===== src/rtl/jump_pkg.sv =====
// Shared types and constants for the branch/jump controller.
package jump_pkg;

  typedef enum logic [1:0] {
    IDLE   = 2'd0,
    RUN    = 2'd1,
    BUBBLE = 2'd2,
    DONE   = 2'd3
  } state_e;

  typedef enum logic [1:0] {
    COND_ALWAYS = 2'b00,
    COND_ZERO   = 2'b01,
    COND_NZERO  = 2'b10,
    COND_HALT   = 2'b11
  } cond_e;

  // IR[8:6] value that marks an instruction as a branch
  localparam logic [2:0] BR_OPCODE = 3'b111;

  // Branch target table: absolute addresses or two's-complement offsets
  localparam logic [9:0] BR_LUT [8] = '{
    10'd3, 10'd512, 10'd100, 10'h3F8,
    10'd1, 10'h3FF, 10'd0,   10'd600
  };

endpackage


===== src/rtl/target_lut.sv =====
// Combinational branch target lookup; relative targets are corrected by -1
// because the fetch PC is already one past the branch when the redirect lands.
import jump_pkg::*;

module target_lut (
  input  logic [2:0] Idx,
  input  logic       Rel,
  output logic [9:0] Target
);

  // Table lookup with 10-bit wrapping correction for relative branches
  always_comb begin
    Target = BR_LUT[Idx];
    if (Rel) Target = BR_LUT[Idx] - 10'd1;
  end

endmodule


===== src/rtl/jump_ctrl.sv =====
// Branch controller: holds the instruction register, decodes branches and
// halts, and sequences IDLE/RUN/BUBBLE/DONE around the fetch unit.
import jump_pkg::*;

module jump_ctrl (
  input  logic       Clk,
  input  logic       Reset,
  input  logic       Start,
  input  logic [8:0] Inst,
  input  logic       ZeroFlag,
  output logic       FetchHold,
  output logic       Jump,
  output logic       BranchAbsOrRel,
  output logic [9:0] Target,
  output logic       Squash,
  output logic       Done
);

  state_e     state, state_nxt;
  logic       start_seen, start_seen_nxt;
  logic [8:0] ir, ir_nxt;
  logic       ir_valid, ir_valid_nxt;
  cond_e      cond;
  logic       cond_true;
  logic       take;
  logic       halt;
  logic [9:0] lut_target;

  target_lut u_target_lut (
    .Idx    (ir[2:0]),
    .Rel    (ir[5]),
    .Target (lut_target)
  );

  // Decode the branch held in IR and drive the status outputs
  always_comb begin
    cond      = cond_e'(ir[4:3]);
    cond_true = 1'b0;
    unique case (cond)
      COND_ALWAYS: cond_true = 1'b1;
      COND_ZERO:   cond_true = ZeroFlag;
      COND_NZERO:  cond_true = ~ZeroFlag;
      default:     cond_true = 1'b0;
    endcase
    // A Start request overrides both a taken branch and a halt
    take = (state == RUN) && ir_valid && (ir[8:6] == BR_OPCODE) &&
           (cond != COND_HALT) && cond_true && !Start;
    halt = (state == RUN) && ir_valid && (ir[8:6] == BR_OPCODE) &&
           (cond == COND_HALT) && !Start;

    FetchHold      = (state == IDLE) || (state == DONE);
    Squash         = (state == BUBBLE);
    Done           = (state == DONE);
    Jump           = take;
    BranchAbsOrRel = take & ir[5];
    Target         = take ? lut_target : '0;
  end

  // Next-state, IR load and start-handshake tracking
  always_comb begin
    state_nxt      = state;
    start_seen_nxt = start_seen;
    ir_nxt         = ir;
    ir_valid_nxt   = ir_valid;
    unique case (state)
      IDLE: begin
        if (Start) begin
          start_seen_nxt = 1'b1;
        end else if (start_seen) begin
          state_nxt      = RUN;
          start_seen_nxt = 1'b0;
        end
      end
      RUN, BUBBLE: begin
        if (Start) begin
          state_nxt      = IDLE;
          ir_valid_nxt   = 1'b0;
          start_seen_nxt = 1'b1;
        end else begin
          ir_nxt       = Inst;
          ir_valid_nxt = 1'b1;
          if (halt) begin
            state_nxt    = DONE;
            ir_valid_nxt = 1'b0;
          end else if (take) begin
            state_nxt = BUBBLE;
          end else begin
            state_nxt = RUN;
          end
        end
      end
      DONE: begin
        if (Start) begin
          state_nxt      = IDLE;
          start_seen_nxt = 1'b1;
        end
      end
      default: state_nxt = IDLE;
    endcase
  end

  // State and instruction register, asynchronously cleared
  always_ff @(posedge Clk or posedge Reset) begin
    if (Reset) begin
      state      <= IDLE;
      start_seen <= 1'b0;
      ir         <= '0;
      ir_valid   <= 1'b0;
    end else begin
      state      <= state_nxt;
      start_seen <= start_seen_nxt;
      ir         <= ir_nxt;
      ir_valid   <= ir_valid_nxt;
    end
  end

endmodule


===== config.mk =====
export PLATFORM = sky130hd
export DESIGN_NAME = jump_ctrl
export DESIGN_NICKNAME = d
export VERILOG_FILES = /design/src/rtl/jump_pkg.sv /design/src/rtl/target_lut.sv /design/src/rtl/jump_ctrl.sv
export SDC_FILE = /design/constraint.sdc
export NUM_CORES = 1
export LEC_CHECK = 0
export CAP_MARGIN = 0
export CORE_MARGIN = 1
export CORE_UTILIZATION = 50
export DETAILED_ROUTE_END_ITERATION = 6
export PLACE_DENSITY = 0.87
export SETUP_SLACK_MARGIN = 0.4
export SLEW_MARGIN = 20
export SYNTH_ARGS = -nofsm -noshare
export SYNTH_HDL_FRONTEND = slang
export SYNTH_HIERARCHICAL = 1
export SYNTH_SLANG_ARGS = --single-unit

===== constraint.sdc =====
create_clock -name Clk -period 3.31 [get_ports Clk]
set_input_delay 0.662 -clock Clk [delete_from_list [all_inputs] [get_ports Clk]]
set_output_delay 0.662 -clock Clk [all_outputs]
set_load 0.1 [all_outputs]

* Word level (Yosys, flattened, before mapping) *
Memory sizes are Yosys's and may differ from the RTL's.
Index checks and enable logic that the tools add are counted.

operators by class
  shifts and indexed selects = 0
  div/mod/pow operators = 0
  magnitude comparators = 1
  mux-type cells = 17
  reductions and logical operators = 15
  equality and inequality tests = 12
  $mul = 0
  bitwise gates (word level) = 4
  add/sub/neg operators = 1

operator list
  kind                   count
  $mux 10                4
  $mux 2                 6
  $sub 10x1->10 const B  1
  $eq 2x2->1 const B     4
  $ne 2x2->1 const B     4
  $logic_and 1x1->1      7
  $pmux 2 s3             1
  $eq 2x1->1 const B     2
  $ge 4x4->1 const B     1
  $logic_not 2->1        2
  $mux 1                 4
  $not 3->4              1
  $eq 3x3->1 const B     1
  $pmux 1 s3             1
  $reduce_and 3->1       1
  $reduce_or 3->1        1
  $ne 2x1->1 const B     1
  $not 1->1              2
  $pmux 1 s2             1
  $reduce_and 2->1       1
  $reduce_or 2->1        1
  $and 1x1->1            1
  $logic_not 1->1        1
  $logic_or 1x1->1       1

storage, ports and cells
  output and inout bits = 15
  ROM bits = 80
  memories = 1
  register bits = 13
  input bits = 13
  RAM bits = 0
  bits in latches = 0
  word-level logic and storage cells = 55

memories
  memory           depth  width  read ports  clocked after memory_dff  write ports  line              source
  (no name shown)  8      10     1           0                         0            target_lut.sv:14  if (Rel) Target = BR_LUT[Idx] - 10'd1;

* Longest topological paths before layout *
Gate-level depths: netlist of run 1.

  depth after elaboration = 10
  gate-level depth with buffers = 7
  mapped depth without buffers = 6

* Modules after synthesis *
The synthesis of run 1 kept the hierarchy.

by module, submodules not included
  module      instances  cells an instance  area an instance (µm²)
  jump_ctrl   1          71                 750.7
  target_lut  1          36                 246.5

* Worst setup path after synthesis of run 1 *
Ideal clock, no wire load.

  path type = in2out
  start point = input ZeroFlag
  end point = output Target[0]
  arrival time = 2.104 ns
  cell stages on the path = 4
  setup slack = 0.544 ns
  data required time = 2.648 ns
  path buffers = 1
  cells stage by stage = mux2i_1 -> and4b_4 -> buf_6 -> and2_1

between the ends
  longest elaborated chain between the ends = 5

RTL lines
  element                            line             source
  start: declaration                 jump_ctrl.sv:10  input logic ZeroFlag,
  $not 1->1                          jump_ctrl.sv:42  COND_NZERO: cond_true = ~ZeroFlag;
  $pmux 1 s3 *                       jump_ctrl.sv:39  unique case (cond)
  $logic_and 1x1->1 * (2 in series)  jump_ctrl.sv:47  (cond != COND_HALT) && cond_true && !Start;
  named net Jump                     jump_ctrl.sv:12  output logic Jump,
  $mux 10 *                          jump_ctrl.sv:56  Target = take ? lut_target : '0;
  end: declaration                   jump_ctrl.sv:14  output logic [9:0] Target,

Mark *: on every way through the listed nets, which the timed path passes. The rest lies on a longest branch.

* Worst setup path in the final report of run 1 *
  start point = input ZeroFlag
  end point = output Target[4]

between the ends
  longest elaborated chain between the ends = 5

RTL lines
  element                            line
  $not 1->1                          jump_ctrl.sv:42
  $pmux 1 s3 *                       jump_ctrl.sv:39
  $logic_and 1x1->1 * (2 in series)  jump_ctrl.sv:47
  $mux 10 *                          jump_ctrl.sv:56

Every way passes the cells marked *; elsewhere a longest branch is shown, timed or not.

==> qor.txt, run 1 <==
Status: completed
Final ANT Viol Nets: 0
Via Count: 871
Synth Warn #: 6
Cts bufs inserted: 3
Reg-to-reg endpoint: ir[6]
Worst-margin pin slew: 591.2 ps
DRT Wirelength: 2311 um
PD cells: 782.1 nW/um^2
Hold Crit Depth: 1
Layout cells sized above 1: 28.57%
Final setup violation count: 0
Number of global-route vias before repair: 781
Sequential area share after synthesis: 32.62%
Met3 WL: 94 um
Post-CTS Resized: 0
Rows: 15
Largest net degree at the start of global routing: 14
Slowest CP cell: clkdlybuf4s50_1
Fmax: 352.9 MHz
CP arrival: 2170 ps
Synthesized area: 997.2 um^2
Routed wl met2: 1201 um
Sink Count: 13
CP Data Required Time: 2650 ps
Synth unique cells: 31
Top Metal Used: met4
Total GRT Usage: 24.72%
Setup TNS: 0 ps
Synthesized net count: 126
Final hold viol count: 0
DR iter-0 viols: 21
Syn Inst Count: 107
Crit end category: output port
Initial antenna violation count: 0
Synthesized area per cell: 9.320 um^2
H-tree lvl count: 1
Clk_lat worst skew: 280 ps
Max clock buf depth: 2
Layout Utilization: 77.01%
Port bufs: 27
Grt total ovfl: 0
RSZ-0062 raised after global routing: false
Die X: 46.66 um
CTS tree: built
CP Cell Sequence: clkdlybuf4s50_1 > mux2i_1 > and4b_4 > and2_1 > buf_12
R2r setup slk: 1440 ps
Detail-routed via count per cell: 5.513
Nets@finish: 153
Detailed Routing Iterations Pass 1: 4
Final period utilization: 85.61%
Slowest Stage Delay on Critical Path: 530 ps
Post-CTS setup buffers: 0
Non-filler instance count after layout: 158
Min Tclk post-route: 2834 ps
Clock transition at path regs: 90 ps
Worst Path Max Fanout: 13
Post-Route M1 WL: 1012 um
Placed Instances: 154
First-pass GRT wire length: 3781 um
Hold Path Origin: ir[8]
Area Overhead vs Synth: 39.15%
Maximum vdd ir drop: 0.5180 mV
Reg2Reg Depth: 5
DP HPWL: 1742 um
Design Area, Final: 1388 um^2
End point of the worst hold path: ir[8]
Antenna cells: 0
Root buffer cell: clkbuf_4
Placed Area: 1359 um^2
Relative slew slack: 60.54%
Leakage Power: 0.6176 nW
I/O pin cnt: 28
Routed WL per cell: 14.63 um
Max-cap violation count: 0
Hold_buf cts: 0
Setup crit start kind: primary input
Placer Congestion: 0.8502
#FFs+latches synth: 13
Final Skew: 0.5114 ps
Die area: 2177 um^2
Worst Setup Path Type: primary input to output port
Worst min path class: flip-flop to flip-flop
Launch point of the worst reg-to-reg path: state[1]
# DRC: 0
Max-slew violations: 0
Core area: 1802 um^2
Initial Util: 55.35%
Die height: 46.66 um
flip-flops by register name, indices dropped and copies added, names as in the netlist:
register,count
ir,9
ir_valid,1
start_seen,1
state,2
how the worst max path moves through the flow:
| stage | slack, ps | to | start |
|---|---|---|---|
| 2_1_floorplan | 540 | Target[0] | ZeroFlag |
| 3_3_place_gp | 550 | Target[2] | ZeroFlag |
| 3_5_place_dp | 490 | Target[4] | ZeroFlag |
| 4_1_cts | 490 | Target[4] | ZeroFlag |
| 5_1_grt | 430 | Target[8] | ZeroFlag |
| 6_report | 480 | Target[4] | ZeroFlag |
critical path, delay by kind of cell:
family | cells | cell delay, ps
buf+inv | 2 | 720
mux | 1 | 220
simple gates | 2 | 570
cell type report:
class,count,area (um^2)
Clock buffer,3,22.52
Multi-Input combinational cell,79,581.8
Clock inverter,1,5.005
Fill cell,136,414.1
Sequential cell,13,326.6
Tap cell,25,31.28
Timing Repair Buffer,27,382.9
Inverter,10,37.54
cells in the mapped netlist (all sizes together):
master	instances	area share, %
a22oi	1	1.3
nand3	4	2.0
nand2b	3	2.6
o22ai	1	1.3
nor2	5	2.1
a211o	1	0.88
and3	1	0.63
buf	5	5.3
o21a	1	0.75
and2	11	6.9
a31oi	2	1.3
inv	10	3.8
a21oi	3	1.5
mux2	9	10
nand2	11	4.1
and4b	2	2.4
ha	6	7.5
dfrtp	13	33
xnor2	4	4.3
o21ai	11	5.9
o2111ai	1	0.88
mux2i	1	1.0
a22o	1	0.88
placed cells by master (no fill, tap or decap), drive strengths merged:
master         instances
a31oi                  2
mux2                   9
nand2b                 3
a22o                   1
and2                  11
o21a                   1
clkbuf                 3
and4b                  2
and3                   1
clkdlybuf4s50         12
inv                   10
dfrtp                 13
nor2                   5
o22ai                  1
xnor2                  4
o21ai                 11
o2111ai                1
buf                   15
a22oi                  1
a21oi                  3
mux2i                  1
a211o                  1
ha                     6
clkinv                 1
nand2                 11
nand3                  4
cell families after synthesis:
logic type	after synthesis	synth area share, %
XOR/XNOR	4	4.267
multiplexers	10	11.17
AO/OA/AOI/OAI	22	14.55
flip-flops	13	32.62
AND/OR/NAND/NOR	37	20.83
adder cells (fa/ha/maj)	6	7.528
buffers and inverters	15	9.034
stage by stage:
stage	hold slack, ps	power (mW)	worst slack, ps
after floorplan	473.3	0.8574	543.9
after global placement	495.5	0.9257	547.8
after detailed placement	528.4	0.9682	486.3
after CTS	552.1	1.077	486.5
after global routing	566.1	1.163	430.8
final	556.9	1.085	476.3
report_power, final:
part / internal [mW] / switching (mW)
Sequential: 0.232 / 0.132
Clock: 0.0447 / 0.0590
Combinational: 0.276 / 0.342
Total: 0.552 / 0.533
routing by layer:
layer	track usage [%]	vias up
met5	0	-
met4	3.429	0
met3	3.529	2
met2	41.11	36
met1	34.62	419
li1	-	414
Power figures use the tool's default switching activity.
==> run 2: changes to the inputs <==
--- a/config.mk
+++ b/config.mk
@@ -11,7 +11,7 @@
 export DETAILED_ROUTE_END_ITERATION = 6
 export PLACE_DENSITY = 0.87
 export SETUP_SLACK_MARGIN = 0.4
-export SLEW_MARGIN = 20
+export SLEW_MARGIN = 25
 export SYNTH_ARGS = -nofsm -noshare
 export SYNTH_HDL_FRONTEND = slang
 export SYNTH_HIERARCHICAL = 1
==> results of run 2 <==
No change in the layout: final DEF, timing and power equal those of run 1.
